<file path="src/rtl/fir_frame_sequencer.sv">
// rtl/fir_frame_sequencer.sv - frame sequencer around one FIR instance
// Clears the filter per frame, streams samples, flushes the tail with zeros and tags sop/eop.
module fir_frame_sequencer #(
  parameter int DATA_WIDTH    = 16,
  parameter int OUT_WIDTH     = 26,
  parameter int NUM_TAPS      = 37,
  parameter int WARMUP        = (NUM_TAPS + 1) / 2,
  parameter int FLUSH_LEN     = NUM_TAPS - 1,
  parameter int CLEAR_CYCLES  = 2,
  parameter int MAX_FRAME     = 4096,
  parameter int DRAIN_TIMEOUT = 64
) (
  input  logic                  clk,
  input  logic                  rst_n,
  input  logic                  s_valid,
  output logic                  s_ready,
  input  logic [DATA_WIDTH-1:0] s_data,
  input  logic                  s_last,
  output logic                  fir_rst,
  output logic                  fir_valid_in,
  output logic [DATA_WIDTH-1:0] fir_din,
  input  logic                  fir_valid_out,
  input  logic [OUT_WIDTH-1:0]  fir_dout,
  output logic                  m_valid,
  output logic [OUT_WIDTH-1:0]  m_data,
  output logic                  m_sop,
  output logic                  m_eop,
  output logic                  frame_done,
  output logic [2:0]            frame_err
);

  localparam int CW   = $clog2(MAX_FRAME + FLUSH_LEN + 1);
  localparam int TMAX = (CLEAR_CYCLES > DRAIN_TIMEOUT) ? CLEAR_CYCLES : DRAIN_TIMEOUT;
  localparam int TW   = $clog2(TMAX + 1);
  localparam int FW   = $clog2(FLUSH_LEN + 1);

  localparam logic [CW-1:0] WARMUP_C     = CW'(WARMUP);
  localparam logic [CW-1:0] MAX_C        = CW'(MAX_FRAME);
  localparam logic [TW-1:0] CLEAR_LAST   = TW'(CLEAR_CYCLES - 1);
  localparam logic [TW-1:0] TIMEOUT_LAST = TW'(DRAIN_TIMEOUT - 1);
  localparam logic [FW-1:0] FLUSH_LAST   = FW'(FLUSH_LEN - 1);

  typedef enum logic [2:0] {IDLE, CLEAR, RUN, FLUSH, DRAIN} state_t;

  state_t        state, state_nxt;
  logic [CW-1:0] in_cnt, out_cnt, exp_cnt;
  logic [FW-1:0] flush_cnt;
  logic [TW-1:0] tmr;
  logic          accept, at_max, drain_done, drain_timeout, out_live, stray, clr;

  assign s_ready = (state == RUN);
  assign accept  = s_valid && s_ready;
  assign at_max  = (in_cnt == MAX_C - 1'b1);
  assign exp_cnt = (in_cnt > WARMUP_C) ? in_cnt - WARMUP_C : '0;

  assign drain_done    = (state == DRAIN) && (out_cnt >= exp_cnt);
  assign drain_timeout = (state == DRAIN) && !drain_done && !fir_valid_out && (tmr == TIMEOUT_LAST);

  // Anything the filter emits outside the frame window is dropped and flagged.
  assign out_live = fir_valid_out &&
                    ((state == RUN) || (state == FLUSH) || ((state == DRAIN) && !drain_done));
  assign stray    = fir_valid_out && !out_live;
  assign clr      = (state == CLEAR) || ((state == IDLE) && s_valid);

  always_ff @(posedge clk or negedge rst_n) begin
    if (!rst_n) state <= IDLE;
    else        state <= state_nxt;
  end

  always_comb begin
    state_nxt = state;
    case (state)
      IDLE:    if (s_valid) state_nxt = CLEAR;
      CLEAR:   if (tmr == CLEAR_LAST) state_nxt = RUN;
      RUN:     if (accept && (s_last || at_max)) state_nxt = FLUSH;
      FLUSH:   if (flush_cnt == FLUSH_LAST) state_nxt = DRAIN;
      DRAIN:   if (drain_done || drain_timeout) state_nxt = IDLE;
      default: state_nxt = IDLE;
    endcase
  end

  always_ff @(posedge clk or negedge rst_n) begin
    if (!rst_n) begin
      tmr <= '0;
    end else begin
      case (state)
        CLEAR:   tmr <= tmr + 1'b1;
        DRAIN:   tmr <= fir_valid_out ? '0 : tmr + 1'b1;
        default: tmr <= '0;
      endcase
    end
  end

  always_ff @(posedge clk or negedge rst_n) begin
    if (!rst_n) begin
      fir_rst      <= 1'b1;
      fir_valid_in <= 1'b0;
      fir_din      <= '0;
      m_valid      <= 1'b0;
      m_data       <= '0;
      m_sop        <= 1'b0;
      m_eop        <= 1'b0;
      frame_done   <= 1'b0;
      frame_err    <= '0;
      in_cnt       <= '0;
      out_cnt      <= '0;
      flush_cnt    <= '0;
    end else begin
      fir_rst      <= (state_nxt == CLEAR);
      fir_valid_in <= accept || (state == FLUSH);
      fir_din      <= accept ? s_data : '0;
      m_valid      <= out_live;
      if (out_live) m_data <= fir_dout;
      m_sop        <= out_live && (out_cnt == '0);
      // The final flush sample is still in flight until DRAIN, so eop is only decided there.
      m_eop        <= out_live && (state == DRAIN) && (out_cnt == exp_cnt - 1'b1);
      frame_done   <= drain_done;
      if (clr) begin
        in_cnt    <= '0;
        out_cnt   <= '0;
        flush_cnt <= '0;
        frame_err <= '0;
      end else begin
        if (accept || (state == FLUSH)) in_cnt <= in_cnt + 1'b1;
        if (out_live) out_cnt <= out_cnt + 1'b1;
        if (state == FLUSH) flush_cnt <= flush_cnt + 1'b1;
        if (accept && !s_last && at_max) frame_err[0] <= 1'b1;
        if (drain_timeout) frame_err[1] <= 1'b1;
        if (stray) frame_err[2] <= 1'b1;
      end
    end
  end

endmodule

</file>
<file path="config.mk">
export PLATFORM = sky130hd
export DESIGN_NAME = fir_frame_sequencer
export DESIGN_NICKNAME = d
export VERILOG_FILES = /design/src/rtl/fir_frame_sequencer.sv
export SDC_FILE = /design/constraint.sdc
export NUM_CORES = 1
export LEC_CHECK = 0
export CORE_MARGIN = 8
export CORE_UTILIZATION = 52
export CTS_CLUSTER_SIZE = 28
export DETAILED_ROUTE_END_ITERATION = 16
export PLACE_DENSITY_LB_ADDON = 0.1
export SYNTH_ARGS = -nofsm -noshare
export SYNTH_HDL_FRONTEND = slang
export SYNTH_SLANG_ARGS = --single-unit
export TNS_END_PERCENT = 20
</file>
<file path="constraint.sdc">
create_clock -name clk -period 5.4 [get_ports clk]
set_clock_uncertainty 0.1 [all_clocks]
set_input_delay 1.08 -clock clk [delete_from_list [all_inputs] [get_ports clk]]
set_output_delay 1.08 -clock clk [all_outputs]
set_load 0.1 [all_outputs]
</file>
# [Word level (Yosys, flattened, before mapping)]
# Index checks and enable logic that the tools add are counted.
[totals] inputBits=47 wordCells=86 reg_bits=93
[op_classes] n_eq_ne=10 mux=20 reduce_logical=32 order_cmp=2 addsub=6
[ops] cell="13-bit two-way mux" count=5
[ops] cell="13-bit by 1-bit adder with 13-bit output, second input constant" count=2
[ops] cell="3-bit two-way mux" count=6
[ops] cell="16-bit two-way mux" count=1
[ops] cell="3-bit case mux with 5 select lines" count=1
[ops] cell="1-bit logical AND" count=14
[ops] cell="7-bit case mux with 2 select lines" count=1
[ops] cell="13-bit by 12-bit equality test with 1-bit output, second input constant" count=1
[ops] cell="13-bit equality test" count=1
[ops] cell="13-bit greater-or-equal comparator" count=1
[ops] cell="13-bit by 5-bit greater-than comparator with 1-bit output, second input constant" count=1
[ops] cell="13-bit logical NOT" count=1
[ops] cell="13-bit by 1-bit subtractor with 13-bit output, second input constant" count=1
[ops] cell="13-bit by 5-bit subtractor with 13-bit output, second input constant" count=1
[ops] cell="6-bit two-way mux" count=2
[ops] cell="2-bit nonzero test" count=6
[ops] cell="7-bit by 1-bit adder with 7-bit output, second input constant" count=1
[ops] cell="7-bit by 1-bit equality test with 1-bit output, second input constant" count=1
[ops] cell="7-bit by 6-bit equality test with 1-bit output, second input constant" count=1
[ops] cell="7-bit two-way mux" count=1
[ops] cell="6-bit by 1-bit adder with 6-bit output, second input constant" count=1
[ops] cell="3-bit by 1-bit equality test with 1-bit output, second input constant" count=2
[ops] cell="3-bit by 2-bit equality test with 1-bit output, second input constant" count=2
[ops] cell="6-bit equality test, second input constant" count=1
[ops] cell="other kinds (5)" count=15

# [Longest topological paths before layout]
[logic_depth] ltp_word=12 depth_mapped=19

# [Least setup slack after synthesis]
# OpenSTA, ideal clock, no wires.
[synth_path] path_type="register to register" from="register in_cnt[7]" to="register m_data[10]" arrival_time_ns=4.636 stages_incl_launch_ff=17 path_buffers=5 period_less_slack_ns=4.862 slack_ns=0.538 path_cell_list="dfrtp_1 -> buf_6 -> or4_4 -> or4_1 -> buf_2 -> or3_1 -> buf_2 -> nand2b_2 -> ha_1 -> a21o_1 -> a2111oi_0 -> o221ai_1 -> a221oi_1 -> a31o_2 -> clkbuf_1 -> clkbuf_1 -> mux2_2"
[synth_via] elab_chain_len=8 word_cells_on_any_way=9 classes_between="add/sub (1); order compare (2); mux (1); reduce/logical (5)"
[synth_lines] element="from (decl)" line="46" text="logic [CW-1:0] in_cnt, out_cnt, exp_cnt;"
[synth_lines] element="from (signal assigned)" line="124" text="if (accept || (state == FLUSH)) in_cnt <= in_cnt + 1'b1;"
[synth_lines] element="13-bit by 5-bit subtractor with 13-bit output / 13-bit by 5-bit greater-than comparator with 1-bit output (equally long branches)" line="54" text="assign exp_cnt = (in_cnt > WARMUP_C) ? in_cnt - WARMUP_C : '0;"
[synth_lines] element="13-bit two-way mux *" line="54"
[synth_lines] element="13-bit greater-or-equal comparator *" line="56" text="assign drain_done = (state == DRAIN) && (out_cnt >= exp_cnt);"
[synth_lines] element="1-bit logical AND *" line="56"
[synth_lines] element="1-bit logical NOT *" line="61" text="((state == RUN) || (state == FLUSH) || ((state == DRAIN) && !drain_done));"
[synth_lines] element="1-bit logical AND *" line="61"
[synth_lines] element="1-bit logical OR *" line="61"
[synth_lines] element="1-bit logical AND *" line="60" text="assign out_live = fir_valid_out &&"
[synth_lines] element="to (signal assigned)" line="113" text="if (out_live) m_data <= fir_dout;"
[synth_lines] element="to (decl)" line="25" text="output logic [OUT_WIDTH-1:0] m_data,"
# Mark *: on every way between the ends. The rest lies on a longest branch, timed or not.
# A chain may end at the register's enable or synchronous reset.

# [Worst setup path after layout]
[layout_path] from="register in_cnt[5]" to="register out_cnt[12]"
[layout_via] elab_chain_len=9 word_cells_on_any_way=10 classes_between="add/sub (1); order compare (2); mux (1); reduce/logical (6)"
[layout_lines] element="13-bit by 5-bit subtractor with 13-bit output / 13-bit by 5-bit greater-than comparator with 1-bit output (equally long branches)" line="54"
[layout_lines] element="13-bit two-way mux *" line="54"
[layout_lines] element="13-bit greater-or-equal comparator *" line="56"
[layout_lines] element="1-bit logical AND *" line="56"
[layout_lines] element="1-bit logical NOT *" line="61"
[layout_lines] element="1-bit logical AND *" line="61"
[layout_lines] element="1-bit logical OR *" line="61"
[layout_lines] element="1-bit logical AND *" line="60"
[layout_lines] element="2-bit nonzero test (no line) *"
[layout_lines] element="to (signal assigned)" line="125" text="if (out_live) out_cnt <= out_cnt + 1'b1;"
[layout_lines] element="to (decl)" line="46"
# Marked as above.

==> impl_metrics.py <==
metrics = {
    "clock_tree": {
        "cts_setup_buffers": 0,
        "cts_resized": 0,
        "cts_buffers": 9,
        "insertion_delay_ns": 0.36,
        "htree_levels": 3,
        "cts_tree": "built",
        "clk_path_buf_depth": 2,
        "cts.sink_count": 93,
        "path_clk_slew_ns": 0.09,
        "ctsHoldBuffers": 0,
        "clock-root-buffer": "clkbuf_8",
    },
    "logic_synthesis": {
        "synth_warnings": 0,
        "yosysSeqAreaShare_pct": 46.4,
        "synthFlopType": "dfrtp_1",
        "synth_cells": 491,
        "yosysUniqueCellTypes": 54,
        "synth-edff-count": 0,
        "synth_nets": 558,
        "synth.avg_cell_area_um2": 10.2,
        "syn_area_mm2": 0.00502,
        "synth-seq-cells": 93,
        "async_reset_ff_share_pct": 100,
    },
    "setup_path": {
        "crit_type": "reg -> reg",
        "cp_max_fo": 11,
        "crit_buf_inv": 0,
        "r2r-end": "out_cnt[12]$_DFFE_PN0P_",
        "crit_chain": "or4_4 > or4_1 > or3_1 > nand2b_2 > ha_1 > a21o_1 > a2111oi_1 > o221ai_1 > a221oi_2 > a31o_2 > nand2_1 > or3_1 > a21oi_1",
        "required_ns": 5.58,
        "regToRegStartpoint": "in_cnt[5]$_DFFE_PN0P_",
        "cp_slowest_cell": "or4_4",
        "critPathMaxStageDelay_ns": 0.55,
        "r2r_slack_ns": 0.39,
        "r2r_cells": 13,
        "path_common_cell": "or3_1",
        "start_kind": "flop",
        "critPathLaunch": "in_cnt[5]$_DFFE_PN0P_",
        "cp_top_family": "simple AND/OR/NAND/NOR gates",
        "worstSetupEndpointType": "flop",
        "arrival_ns": 5.18,
    },
    "sta": {
        "finalSetupViolations": 0,
        "max-slew-margin-rel_pct": 31.9,
        "fin_setup_tns_ns": 0,
        "setup_slack_ns": 0.393,
        "hold_violations": 0,
        "fmax_mhz": 200,
        "rsz0062_at_grt": "false",
        "period_share_pct": 92.7,
        "slew_violations": 0,
        "worst_pin_slew_ns": 1.02,
        "period_minus_slack_ns": 5.01,
    },
    "power": {
        "power.total_w": 0.00394,
        "vdd_ir_drop_max_v": 0.000461,
        "internal_power_w": 0.00188,
        "power.switching_w": 0.00206,
        "combPwrFrac_pct": 62.0,
        "switching_share_pct": 52.2,
        "pwr-share-seq_pct": 26.5,
        "power_frac_clock_pct": 11.6,
        "p_leak_nw": 2.82,
        "power_density_mw_per_mm2": 626,
    },
    "cells_and_area": {
        "drive_gt1_share_pct": 11.4,
        "fin_nets": 643,
        "fill_cells": 790,
        "post-route-cell-area_mm2": 0.00629,
        "area_growth_pct": 25.3,
        "insertedDiodeCount": 0,
    },
    "global_routing": {
        "track_usage_pct": 19.9,
        "grt_pass1_wl_mm": 20.6,
        "grt_start_max_net_pins": 58,
        "first_global_vias": 4113,
        "antenna_found_initial": 0,
        "grt-ovfl-total": 0,
    },
    "min_path": {
        "min_path_type": "reg -> reg",
        "min_from": "m_data[1]$_DFFE_PN0P_",
        "whs_endpoint": "m_data[1]$_DFFE_PN0P_",
        "min_path_cells": 1,
    },
    "floorplanning": {
        "die-area_mm2": 0.0131,
        "dieHeight_um": 114,
        "rows": 36,
        "die_w_um": 114,
        "io_pins": 99,
        "core_area_mm2": 0.00959,
        "initial_utilization_pct": 52.3,
    },
    "outcome": {
        "outcome": "completed",
    },
    "placed_design": {
        "place_hpwl_mm": 9.54,
        "place_ws_ns": 0.203,
        "place.port_buffers": 98,
        "dpl_cell_area_mm2": 0.00610,
        "gp_congestion": 0.903,
    },
    "drt": {
        "wl_per_cell_um": 17.6,
        "drt_iter0_drc": 232,
        "vias": 3974,
        "drt-total-wl_mm": 12.6,
        "viasPerCell": 5.57,
        "drt-pass1-iter-count": 4,
        "postRouteAntennaNets": 0,
        "drc": 0,
    },
    "run": {
        "max-cap-violations": 0,
    },
}
==> synth_stat cells (all sizes together), types with 3 or more instances <==
cell    instances  area share, %
a41oi           3           0.52
or2             3           0.37
and4            3           0.52
o21bai          3           0.45
mux2           30            6.7
xnor2          21            3.7
nand2b          4           0.55
nor4b           5            1.0
a22o            9            1.6
nor4            6           0.87
or4             3           0.52
nand2          29            2.2
nor3            8            1.0
clkbuf         22            1.6
inv            13           0.97
and3           27            3.4
a31oi           3           0.37
and2            3           0.37
a21o            7            1.0
o31ai           4           0.70
buf             7           0.77
o21ai          13            1.3
a21oi          17            1.7
xor2           28            4.9
nor2b           4           0.50
nand4          10            1.2
nand3          16            1.6
dfrtp          92             46
nor2           51            3.8
ha             20            5.0
a31o            3           0.52
==> per-layer routing <==
| metal | global-route usage [%] | share of wire [%] | vias up |
|---|---|---|---|
| met5 | 0 | 0 | - |
| met4 | 6.74 | 1.8 | 0 |
| met3 | 6.38 | 7.5 | 17 |
| met2 | 32.4 | 48 | 107 |
| met1 | 24.3 | 43 | 1939 |
| li1 | - | - | 1911 |
==> worst max path at each step <==
stage | cells past startpoint | end
after floorplan | 16 | m_data[10]$_DFFE_PN0P_
after global placement | 12 | m_data[3]$_DFFE_PN0P_
after detailed placement | 13 | out_cnt[12]$_DFFE_PN0P_
after CTS | 13 | out_cnt[12]$_DFFE_PN0P_
after global routing | 13 | out_cnt[12]$_DFFE_PN0P_
final | 13 | out_cnt[12]$_DFFE_PN0P_
==> power by group through the flow <==
| stage | Combinational [W] | Sequential (W) | Clock (W) |
|---|---|---|---|
| finish | 0.00244 | 0.00104 | 0.000456 |
| global route | 0.00261 | 0.00107 | 0.000504 |
| CTS | 0.00242 | 0.00104 | 0.000472 |
| detailed placement | 0.00241 | 0.00105 | 0 |
| global placement | 0.00238 | 0.00105 | 0 |
| floorplan | 0.00116 | 0.00173 | 0 |
==> cells by family (layout without fill, tap and decap cells) <==
| family | count (synthesis) | after routing | share of synthesized area, % |
|---|---|---|---|
| XOR/XNOR | 49 | 49 | 8.55 |
| AO/OA/AOI/OAI | 79 | 79 | 11.1 |
| adder cells (fa/ha/maj) | 20 | 20 | 4.98 |
| multiplexers | 30 | 30 | 6.73 |
| buffers and inverters | 42 | 132 | 3.39 |
| flip-flops | 93 | 93 | 46.4 |
| AND/OR/NAND/NOR | 178 | 178 | 18.9 |
==> stage by stage <==
step	hold WS (ns)	cells	utilization, %
finish	0.410	714	65.6
CTS	0.417	714	65.5
global route	0.428	714	65.6
floorplan	0.380	491	-
detailed placement	0.395	698	63.5
global placement	0.388	698	63.5
==> layout make-up <==
cell class	instances	area (um^2)	share of cell area, %
Multi-Input combinational cell	356	2530	40.2
Sequential cell	93	2330	37.0
Timing Repair Buffer	103	1030	16.3
Tap cell	133	166	2.64
Clock buffer	10	128	2.03
Clock inverter	6	61.3	0.974
Inverter	13	48.8	0.776
==> cells in the final DEF (no fill, tap or decap), types with 3 or more instances in the layout <==
master,netlist,final
clkdlybuf4s50_1,0,97
dfrtp_1,92,92
nor2_1,51,51
mux2_2,30,30
nand2_1,29,29
xor2_1,28,28
and3_1,27,27
xnor2_1,21,21
ha_1,20,20
a21oi_1,17,17
nand3_1,16,16
inv_1,13,13
o21ai_0,13,13
nand4_1,10,10
a22o_1,9,9
clkbuf_8,0,9
nor3_1,7,7
a21o_1,7,7
nor4_1,5,5
buf_4,0,5
nor4b_1,4,4
nor2b_1,4,4
o31ai_1,3,3
or2_2,3,3
nand2b_1,3,3
o21bai_1,3,3
and4_1,3,3
a41oi_1,3,3
and2_1,3,3
a31o_2,3,3
a31oi_1,3,3
clkinv_2,0,3
==> sequential cells by signal (all words and copies together), names as in the netlist <==
signal,count
fir_din,16
fir_rst,1
fir_valid_in,1
flush_cnt,6
frame_done,1
frame_err,3
in_cnt,13
m_data,26
m_eop,1
m_sop,1
m_valid,1
out_cnt,13
state,3
tmr,7
Note: power is estimated with default switching activity, not from simulation.
